[config.mk]
export PLATFORM = sky130hd
export DESIGN_NAME = seg7_scan_reader
export DESIGN_NICKNAME = d
export VERILOG_FILES = /design/src/rtl/seg7_scan_reader.sv
export SDC_FILE = /design/constraint.sdc
export NUM_CORES = 1
export LEC_CHECK = 0
export ABC_AREA = 1
export BUFFER_PORTS_ARGS = -buffer_cell sky130_fd_sc_hd__buf_4
export CORE_MARGIN = 2
export CORE_UTILIZATION = 40
export DETAILED_ROUTE_END_ITERATION = 8
export PLACE_DENSITY_LB_ADDON = 0.15
export SLEW_MARGIN = 10
export SYNTH_ARGS = -nofsm -noshare
export SYNTH_HDL_FRONTEND = slang
export SYNTH_SLANG_ARGS = --single-unit
[constraint.sdc]
create_clock -name clk -period 2.3 [get_ports clk]
set_input_delay 0.23 -clock clk [delete_from_list [all_inputs] [get_ports clk]]
set_output_delay 0.23 -clock clk [all_outputs]
set_load 0.05 [all_outputs]
[src/rtl/seg7_scan_reader.sv]
// Observes a multiplexed 4-digit active-low 7-segment bus and rebuilds
// the 3-bit digit shown in each slot, one registered frame per full scan.
module seg7_scan_reader #(
    parameter int STABLE_CYCLES = 4,
    parameter int TIMEOUT       = 1024
) (
    input  logic        clk,
    input  logic        rst_n,
    input  logic        seg_a,
    input  logic        seg_b,
    input  logic        seg_c,
    input  logic        seg_d,
    input  logic        seg_e,
    input  logic        seg_f,
    input  logic        seg_g,
    input  logic        seg_dp,
    input  logic [3:0]  an,
    output logic [11:0] digits,
    output logic [3:0]  blanks,
    output logic [3:0]  errs,
    output logic        frame_valid,
    output logic        scan_lost
);

    typedef enum logic {SETTLE, HOLD} state_t;

    localparam logic [7:0]  STAB_MAX = 8'(STABLE_CYCLES - 1);
    localparam logic [15:0] TO_MAX   = 16'(TIMEOUT);

    state_t      state_q, state_d;
    logic [11:0] s1_q, s2_q, prev_q;
    logic [7:0]  cnt_q, cnt_d;
    logic [15:0] to_q, to_d;
    logic [3:0]  mask_q, mask_d;
    logic        pend_q, pend_d;
    logic [11:0] slot_val_q, slot_val_d;
    logic [3:0]  slot_blank_q, slot_blank_d;
    logic [3:0]  slot_err_q, slot_err_d;
    logic [11:0] digits_q, digits_d;
    logic [3:0]  blanks_q, blanks_d;
    logic [3:0]  errs_q, errs_d;
    logic        fv_q, fv_d;
    logic        lost_q, lost_d;

    logic [2:0] dec_val;
    logic       dec_blank;
    logic       dec_err;
    logic [3:0] an_sel;
    logic       one_hot;
    logic       stable;
    logic       cap;
    logic       to_hit;
    logic [3:0] mask_base;

    always_comb begin
        dec_val   = 3'd0;
        dec_blank = 1'b0;
        dec_err   = 1'b0;
        if (!s2_q[0]) begin
            dec_err = 1'b1;
        end else begin
            unique case (s2_q[7:1])
                7'b0000001: dec_val = 3'd0;
                7'b1001111: dec_val = 3'd1;
                7'b0010010: dec_val = 3'd2;
                7'b0000110: dec_val = 3'd3;
                7'b1001100: dec_val = 3'd4;
                7'b0100100: dec_val = 3'd5;
                7'b0100000: dec_val = 3'd6;
                7'b0001111: dec_val = 3'd7;
                7'b1111111: dec_blank = 1'b1;
                default:    dec_err = 1'b1;
            endcase
        end
    end

    assign an_sel  = ~s2_q[11:8];
    assign one_hot = $onehot(an_sel);
    assign stable  = (s2_q == prev_q);

    always_comb begin
        state_d      = state_q;
        cnt_d        = cnt_q;
        cap          = 1'b0;
        to_d         = to_q;
        lost_d       = lost_q;
        to_hit       = 1'b0;
        slot_val_d   = slot_val_q;
        slot_blank_d = slot_blank_q;
        slot_err_d   = slot_err_q;
        digits_d     = digits_q;
        blanks_d     = blanks_q;
        errs_d       = errs_q;
        fv_d         = pend_q;

        unique case (state_q)
            SETTLE: begin
                if (!stable) begin
                    cnt_d = 8'd0;
                end else if (cnt_q != STAB_MAX) begin
                    cnt_d = cnt_q + 8'd1;
                end
                if (stable && cnt_d == STAB_MAX && one_hot) begin
                    cap     = 1'b1;
                    state_d = HOLD;
                end
            end
            HOLD: begin
                if (!stable) begin
                    state_d = SETTLE;
                    cnt_d   = 8'd0;
                end
            end
            default: state_d = SETTLE;
        endcase

        if (cap) begin
            to_d   = 16'd0;
            lost_d = 1'b0;
        end else if (to_q != TO_MAX) begin
            to_d = to_q + 16'd1;
            if (to_d == TO_MAX) begin
                lost_d = 1'b1;
                to_hit = 1'b1;
            end
        end

        for (int i = 0; i < 4; i++) begin
            if (cap && an_sel[i]) begin
                slot_val_d[3*i +: 3] = dec_val;
                slot_blank_d[i]      = dec_blank;
                slot_err_d[i]        = dec_err;
            end
        end

        // A pending frame or a timeout restarts collection from empty
        mask_base = (pend_q || to_hit) ? 4'd0 : mask_q;
        mask_d    = mask_base | (cap ? an_sel : 4'd0);
        pend_d    = cap && (mask_d == 4'hF);

        if (pend_q) begin
            digits_d = slot_val_q;
            blanks_d = slot_blank_q;
            errs_d   = slot_err_q;
        end
    end

    always_ff @(posedge clk or negedge rst_n) begin
        if (!rst_n) begin
            state_q      <= SETTLE;
            s1_q         <= '0;
            s2_q         <= '0;
            prev_q       <= '0;
            cnt_q        <= '0;
            to_q         <= '0;
            mask_q       <= '0;
            pend_q       <= 1'b0;
            slot_val_q   <= '0;
            slot_blank_q <= '0;
            slot_err_q   <= '0;
            digits_q     <= '0;
            blanks_q     <= '0;
            errs_q       <= '0;
            fv_q         <= 1'b0;
            lost_q       <= 1'b0;
        end else begin
            state_q      <= state_d;
            s1_q         <= {an, seg_a, seg_b, seg_c, seg_d,
                             seg_e, seg_f, seg_g, seg_dp};
            s2_q         <= s1_q;
            prev_q       <= s2_q;
            cnt_q        <= cnt_d;
            to_q         <= to_d;
            mask_q       <= mask_d;
            pend_q       <= pend_d;
            slot_val_q   <= slot_val_d;
            slot_blank_q <= slot_blank_d;
            slot_err_q   <= slot_err_d;
            digits_q     <= digits_d;
            blanks_q     <= blanks_d;
            errs_q       <= errs_d;
            fv_q         <= fv_d;
            lost_q       <= lost_d;
        end
    end

    assign digits      = digits_q;
    assign blanks      = blanks_q;
    assign errs        = errs_q;
    assign frame_valid = fv_q;
    assign scan_lost   = lost_q;

endmodule

Word-level counts from Yosys, hierarchy flattened:

Index checks and enable logic that the tools add are counted.

* output and inout bits: 22
* register bits: 108
* input bits: 14
* logic and storage cells: 87

* bitwise operators: 3
* add/sub/neg operators: 5
* reductions and logical operators: 12
* eq/ne operators: 17
* muxes and demuxes: 25

Operators with widths (number)
* two-way mux 16 bit: 2
* two-way mux 8 bit: 4
* == test 7 bit, second input constant: 3
* case mux 3 bit (7 select lines): 1
* adder 16 x 1 -> 16 bit, second input constant: 1
* == test 16 x 11 -> 1 bit, second input constant: 1
* inequality test 16 x 11 -> 1 bit, second input constant: 1
* case mux 8 bit (2 select lines): 1
* == test 7 x 6 -> 1 bit, second input constant: 2
* two-way mux 1 bit: 13
* == test 12 bit: 1
* OR reduction 9 bit: 1
* adder 8 x 1 -> 8 bit, second input constant: 1
* == test 8 x 2 -> 1 bit, second input constant: 1
* two-way mux 4 bit: 2
* inequality test 8 x 2 -> 1 bit, second input constant: 1
* == test 7 x 1 -> 1 bit, second input constant: 1
* == test 7 x 3 -> 1 bit, second input constant: 1
* == test 7 x 4 -> 1 bit, second input constant: 1
* == test 7 x 5 -> 1 bit, second input constant: 1
* logical AND 1 bit: 7
* adder 1 x 1 -> 2 bit: 2
* == test 4 bit, second input constant: 1
* inverter 4 bit: 1
* 10 further kinds: 11

Depth between registers and ports, before layout:

Gate-level depths: netlist of the first run.

* word-level depth: 15
* gate-level depth with buffers: 15
* mapped depth without buffers: 15

Worst setup path before layout of the first run:

No wires, ideal clock.

* path kind: reg-to-reg
* from: register s2_q[8]
* to: register slot_val_q[0]
* setup slack: -0.198 ns
* path buffers: 1
* required time: 2.163 ns
* clock period less this slack: 2.498 ns
* setup time: 0.137 ns
* data arrival time: 2.361 ns
* stages on the path, launching flop included: 16
* cells stage by stage: dfrtp_1 > fa_1 > inv_1 > ha_1 > ha_1 > nor3_1 > nand2_1 > nor2_1 > nand2_1 > nor2_1 > nand2_2 > inv_4 > nand2_2 > buf_6 > nand2_1 > o21ai_1

* cells in the longest elaborated chain, start to end: 9
* elaborated cells between the ends (all ways): 13
* those cells by class: add/sub: 2; eq/ne: 3; mux: 4; bitwise: 1; reduce/logical: 3

Ends and longest elaborated chain
* from (decl): line 31 `logic [11:0] s1_q, s2_q, prev_q;`
* from (signal assigned): line 170 `s2_q <= s1_q;`
* == test 12 bit: line 79 `assign stable = (s2_q == prev_q);`
* two-way mux 8 bit: line 98 `if (!stable) begin`
* two-way mux 8 bit: line 96 `unique case (state_q)`
* == test 8 x 2 -> 1 bit: line 103 `if (stable && cnt_d == STAB_MAX && one_hot) begin`
* logical AND 1 bit (2 in series): line 103
* two-way mux 1 bit: line 103
* two-way mux 1 bit: line 96
* logical AND 1 bit *: line 129 `if (cap && an_sel[i]) begin`
* to (signal assigned): line 176 `slot_val_q <= slot_val_d;`
* to (decl): line 36 `logic [11:0] slot_val_q, slot_val_d;`

Every way passes the cells marked *; elsewhere a longest branch is shown, timed or not. The select of a mux whose other input is x is not followed.
A chain may end at the register's enable or synchronous reset.

Worst setup path after layout of the first run:

* from: register s2_q[8]
* to: register pend_q, in the netlist fv_d

* cells in the longest elaborated chain, start to end: 14
* elaborated cells between the ends (all ways): 19
* those cells by class: add/sub: 2; eq/ne: 4; mux: 7; bitwise: 2; reduce/logical: 4

Ends and longest elaborated chain
* == test 12 bit: line 79
* two-way mux 8 bit: line 98
* two-way mux 8 bit: line 96
* == test 8 x 2 -> 1 bit: line 103
* logical AND 1 bit: line 103
* logical AND 1 bit *: line 103
* two-way mux 1 bit *: line 103
* two-way mux 1 bit *: line 96
* two-way mux 1 bit: line 117 `if (cap) begin`
* logical OR 1 bit: line 137 `mask_base = (pend_q || to_hit) ? 4'd0 : mask_q;`
* two-way mux 4 bit: line 137
* OR 4 bit *: line 138 `mask_d = mask_base | (cap ? an_sel : 4'd0);`
* via mask_d[3]: line 34 `logic [3:0] mask_q, mask_d;`
* == test 4 bit *: line 139 `pend_d = cap && (mask_d == 4'hF);`
* logical AND 1 bit *: line 139
* via pend_d: line 35 `logic pend_q, pend_d;`
* to (signal assigned): line 175 `pend_q <= pend_d;`
* to (decl): line 35

Mark *: on every way through the listed nets, which the timed path passes. The rest lies on a longest branch. The select of a mux whose other input is x is not followed.

==> results.cfg, run 1 <==
[setup_path]
critical_path.max_fanout = 6
crit_path_end_kind = register
path_class = register to register
cp-start-kind = register
slowest_stage = fa_1
cp_cell_sequence = fa_1, inv_2, ha_4, ha_4, nor3_2, nand2_1, nor2_1, nand2_1, nor2_2, nand2_4, clkinv_8, nand2_8, nand2_4, nand3_2, nor2_1
arrival_ps = 2740
critical_path_required_ps = 2580
slowest_delay_ps = 560

[cts]
cts_tree = built
cts_root_buffer = clkbuf_16
cts-buffers-inserted = 9
insertion_delay_ps = 350
ctsHtreeMaxLevel = 3
path_clk_slew_ps = 70
clock_sinks = 108
cts_buffer_depth = 2

[placed_design]
place_hpwl_um = 6470
pre_cts_slack_ps = -201
io_buffers = 35
routabilityCongestion = 0.864
dpl_cell_area_sq_um = 5240

[cells_and_area]
diodes = 0
drive_gt1_share_pct = 21.6
final_cell_area_sq_um = 5900
fill_cells = 1009
nNetsFinal = 628
area_growth_pct = 24.9

[global_routing]
overflow = 0
antenna_found_initial = 0
grt_pass1_vias = 3601
grt_pass1_wl_um = 16300
track_usage_pct = 15.9
grt_start_max_net_pins = 52

[synth]
ys_ff_latch = 108
synth_area_sq_um = 4720
yosysSeqAreaShare_pct = 57.2
syn-num-nets = 559
yosysUniqueCellTypes = 31
yosys_warnings = 0
ys.flop_type = dfrtp_1
synth.area.top_cells = dfrtp_1, nand2_1, nor2_1, nand3_1, inv_1
yosysMostFrequentCell = nand2_1
synth_top_area_cell = dfrtp_1
synth_top_area_share_pct = 57.2
synth_commonest_cells = nand2_1, dfrtp_1, nor2_1
synthArstFlopShare_pct = 100
synth_edf_count = 0
syn_inst = 538
avgSynthCellArea_sq_um = 8.78

[sta]
finalCriticalPeriod_ps = 2450
tightest_slew_ps = 686
tns_ps = -3870
maxSlewViolCount = 0
relSlewSlack_pct = 53.8
max_freq_ghz = 0.408
layout_worst_path_cycle_share_pct = 107
final-hold-violation-count = 0
finalSetupViolations = 41
finalWorstSetupSlack_ps = -152
rsz0062_at_grt = true
skew_ps = 10.0

[die]
chipWidth_um = 113
core.rowCount = 39
die-height_um = 113
die_area_sq_um = 12700
ios = 36
start_util_pct = 41.2
core_area_sq_um = 11500

[drt]
drtAntennaViolNets = 0
vias = 3620
dr.pass1.iters = 4
wl_um = 9420
wire_per_inst_um = 12.5
post_drt_via_cell_ratio = 4.79
drc = 0
drtIter0Drc = 126

[power_and_ir_drop]
ir_drop_uv = 610
pwr-share-seq_pct = 51.8
power_frac_comb_pct = 4.4
power_switching_uw = 808
p_sw_share_pct = 21.4
finalPower_uw = 3770
power_density_nw_per_um2 = 639
p_leak_uw = 0.00288
cellInternalPower_uw = 2960
clkPwrFrac_pct = 43.8

[flow_run]
max_cap_viol_count = 0

[worst_hold_path]
hp-class = input port to async pin

[status]
status = finished, violations left
violations = negative setup slack
-- worst max-delay path: cells and delay by family (launching register included) --
family	cells	cell delay, ps
and+or+nand+nor	10	890
DFF	1	400
buffers and inverters	2	190
adders and majority gates	3	910
-- repair_timing --
| action | in CTS | in global routing |
|---|---|---|
| hold buffers | 13 | 0 |
| setup buffers | 1 | 1 |
| hold endpoints to repair | 39 | 0 |
| pin swaps | 2 | 9 |
| endpoints found under the setup margin | 41 | 42 |
| gates resized for setup | 12 | 20 |
| gates cloned | 0 | 5 |
-- cells by family (layout without fill, tap and decap cells) --
logic type | count (synthesis) | in the layout | synth area share [%]
simple gates | 307 | 311 | 28.4
flops | 108 | 108 | 57.2
buf+inv | 62 | 132 | 5.64
compound gates | 45 | 45 | 5.09
xor+xnor | 9 | 9 | 1.67
fa+ha+maj | 7 | 7 | 2.01
-- final cells by class --
| cell class | count | area [sq um] | share of cell area (%) |
|---|---|---|---|
| Multi-Input combinational cell | 372 | 1960 | 33.2 |
| Tap cell | 143 | 179 | 3.03 |
| Inverter | 53 | 211 | 3.59 |
| Clock inverter | 7 | 97.6 | 1.65 |
| Timing Repair Buffer | 62 | 514 | 8.72 |
| Timing Repair inverter | 1 | 8.76 | 0.149 |
| Clock buffer | 9 | 225 | 3.82 |
| Sequential cell | 108 | 2700 | 45.8 |
-- worst paths after layout --
path,from,endpoint,slack [ps],depth (start not counted)
min,rst_n,to_q[4],340,2
max in group asynchronous,rst_n,prev_q[3],1230,3
max reg2reg,s2_q[8],fv_d,-150,15
min reg2reg,s1_q[6],s2_q[6],340,0
min in group clk,s1_q[6],s2_q[6],350,0
max,s2_q[8],fv_d,-150,15
-- cell usage in the layout, fill, tap and decap left out, types with 5 or more instances in the layout --
cell,count
nand2_1,168
nand2_4,8
dlygate4sd3_1,13
nand2_2,18
nand3_1,29
buf_4,47
nor2_2,9
inv_1,41
o21ai_0,7
dfrtp_1,108
xnor2_1,5
a21oi_1,11
inv_2,11
nand3_2,5
nor4_1,5
nor2_1,43
nand4_1,10
clkbuf_16,9
o21ai_1,19
-- sequential cells by signal (all words and copies together), names as in the netlist, 8 cells and up --
name        cells
slot_val_q     12
s1_q           12
to_q           16
prev_q         12
digits         12
cnt_q           8
s2_q           12
-- power by group through the flow --
stage | clock, uW | combinational [uW] | sequential [uW]
2_1_floorplan | 0 | 66.2 | 1990
3_3_place_gp | 0 | 142 | 1990
3_5_place_dp | 0 | 146 | 1990
4_1_cts | 1720 | 167 | 1950
5_1_grt | 1790 | 193 | 1960
6_report | 1650 | 166 | 1950
-- metal layers --
layer	wire length, um	global-route usage [%]	vias to the layer above	share of wire, %
li1	-	-	1863	-
met4	72	5.12	0	0.76
met5	0	0	-	0
met3	371	4.37	4	3.9
met2	4510	25.7	76	48
met1	4470	20.9	1677	47
-- through the flow --
step | std cells | hold WS [ps] | utilization (%)
after floorplan | 538 | -65.6 | -
after global placement | 719 | 195 | 45.7
after detailed placement | 719 | 192 | 45.7
after CTS | 749 | 350 | 50.3
after global routing | 755 | 354 | 51.4
final | 755 | 345 | 51.4
No activity file was read; power rests on OpenSTA's default activity.
==> inputs of run 2 (changes only) <==
- CORE_UTILIZATION: 40 -> 37
- RECOVER_POWER: unset -> 100
==> run 2 against run 1 <==
  * First-iteration DRC count is 67% higher
  * Via count fell by 1.2%
  * Critical path type unchanged
  * Highest routed layer unchanged
  * Register-to-register slack gained 40 ps
  * Clock skew down 5.2 ps
  * Cell area fell by 2.1%
  * Sequential share of layout area rose by 0.99 points
  * The run still ends with negative setup slack left
  * Non-clock buffer count rose by 4
  * Die area is 7.8% higher
  * Core utilization is 5.3 points lower
  * Count of clock-buffer cells in the layout is 1 higher
  * Worst hold slack improved by 3.7 ps
  * Clock power fell by 5%
==> results.cfg, run 2 (synthesized netlist as in run 1, its figures left out) <==
[sta]
finalWorstSetupSlack_ps = -115
finalSetupViolations = 37
rsz0062_at_grt = true
layout_worst_path_cycle_share_pct = 105
maxSlewViolCount = 0
max_freq_ghz = 0.414
final-hold-violation-count = 0
skew_ps = 4.87
tns_ps = -1490
tightest_slew_ps = 880
finalCriticalPeriod_ps = 2410
relSlewSlack_pct = 41.3
worst_hold_slack_ps = 349

[cells_and_area]
largest_reg_flops = 16
final-seq-area_sq_um = 2700
layout_common_cells = nand2_1, dfrtp_1, inv_1, nor2_1, nand3_1
diodes = 0
regMostFlops = to_q
drive_gt1_share_pct = 16.7
multi_input_area_sq_um = 1900
area_growth_pct = 22.2
fill_cells = 1243
nNetsFinal = 628
final_common_cell = nand2_1

[flow_run]
max_cap_viol_count = 0

[global_routing]
overflow = 0
track_usage_pct = 15.1
grt_start_max_net_pins = 50
grt_pass1_wl_um = 15900
grt_pass1_vias = 3423
antenna_found_initial = 0

[die]
die_area_sq_um = 13700
chipWidth_um = 117
start_util_pct = 37.7
core.rowCount = 41
core_area_sq_um = 12500
ios = 36
die-height_um = 117

[drt]
drtAntennaViolNets = 0
post_drt_via_cell_ratio = 4.56
vias = 3577
wl_um = 9210
dr.pass1.iters = 5
drtIter0Drc = 211
wire_per_inst_um = 11.7
drc = 0

[cts]
clock_sinks = 108
cts_buffer_depth = 2
insertion_delay_ps = 350
cts_tree = built
ctsHtreeMaxLevel = 3
cts-buffers-inserted = 9
cts_root_buffer = clkbuf_16
path_clk_slew_ps = 70

[worst_hold_path]
worstHoldStart = s1_q[0]
whs_path_depth = 0
worstHoldEndpoint = s2_q[0]
hp-class = register to register

[power_and_ir_drop]
clkPwrFrac_pct = 42.7
finalPower_uw = 3680
ir_drop_uv = 494
p_sw_share_pct = 22.4
p_leak_uw = 0.00275
power_frac_comb_pct = 4.2
cellInternalPower_uw = 2850
pwr-share-seq_pct = 53.1
power_switching_uw = 823
power_density_nw_per_um2 = 637

[setup_path]
crit_path_end_kind = register
critPathTopFamily = adder cells
r2r_slack_ps = -110
critical_path_required_ps = 2540
crit_buf_inv = 3
crit_top_cell = nand2_1
path_class = register to register
cp-start-kind = register
slowest_stage = fa_1
critical_path.max_fanout = 7
slowest_delay_ps = 550
arrival_ps = 2660
regToRegEndpoint = slot_val_q[2]
cp_num_cells = 15
reg2reg_depth = 15
r2r_start = s2_q[8]
cp_cell_sequence = fa_1, inv_2, ha_4, ha_4, nor3_2, nand2_1, nor2_1, nand2_1, nor2_2, nand2_4, clkinv_8, buf_4, nand2_4, nand2_1, o21ai_1

[status]
violations = negative setup slack
status = finished, violations left

[placed_design]
io_buffers = 35
place_hpwl_um = 6540
routabilityCongestion = 0.846
run 2: how the worst max path moves through the flow:
| stage | start | endpoint |
|---|---|---|
| floorplan | s2_q[8] | slot_val_q[0] |
| global placement | s2_q[8] | fv_d |
| detailed placement | s2_q[8] | fv_d |
| CTS | s2_q[8] | fv_d |
| global route | s2_q[8] | fv_d |
| finish | s2_q[8] | slot_val_q[2] |
run 2: final cells by class:
type                            instances  share of cell area (%)
Clock buffer                           10                    3.97
Multi-Input combinational cell        369                    33.0
Clock inverter                          6                    1.21
Inverter                               53                    3.66
Tap cell                              172                    3.73
Timing Repair Buffer                   66                    7.63
Sequential cell                       108                    46.8
run 2: timing repair:
action,CTS,global route
setup endpoints to repair,41,43
buffers inserted,1,3
pin swaps,0,6
hold buffers,13,0
resized for setup,8,22
endpoints found under the hold margin,45,0
cloned,0,1
run 2: power by group through the flow:
stage | combinational, uW | clock [uW] | sequential [uW]
2_1_floorplan | 66.2 | 0 | 1990
5_1_grt | 180 | 1710 | 1960
3_3_place_gp | 143 | 0 | 1990
6_report | 155 | 1570 | 1950
3_5_place_dp | 146 | 0 | 1990
4_1_cts | 165 | 1630 | 1950
run 2: layer usage:
| metal | global-route usage (%) | wire [um] | vias to the layer above |
|---|---|---|---|
| met4 | 6.35 | 148 | 0 |
| met1 | 20.4 | 4470 | 1672 |
| met2 | 23.4 | 4300 | 46 |
| li1 | - | - | 1851 |
| met5 | 0 | 0 | - |
| met3 | 3.71 | 291 | 8 |
run 2: stage by stage:
stage	cells	utilization (%)	setup slack, ps	instance area, sq um
5_1_grt	784	46.1	-251	5770
3_3_place_gp	750	42.3	-142	5290
2_1_floorplan	538	-	-86.2	4760
6_report	784	46.1	-115	5770
3_5_place_dp	750	42.3	-167	5290
4_1_cts	780	46.0	-145	5760
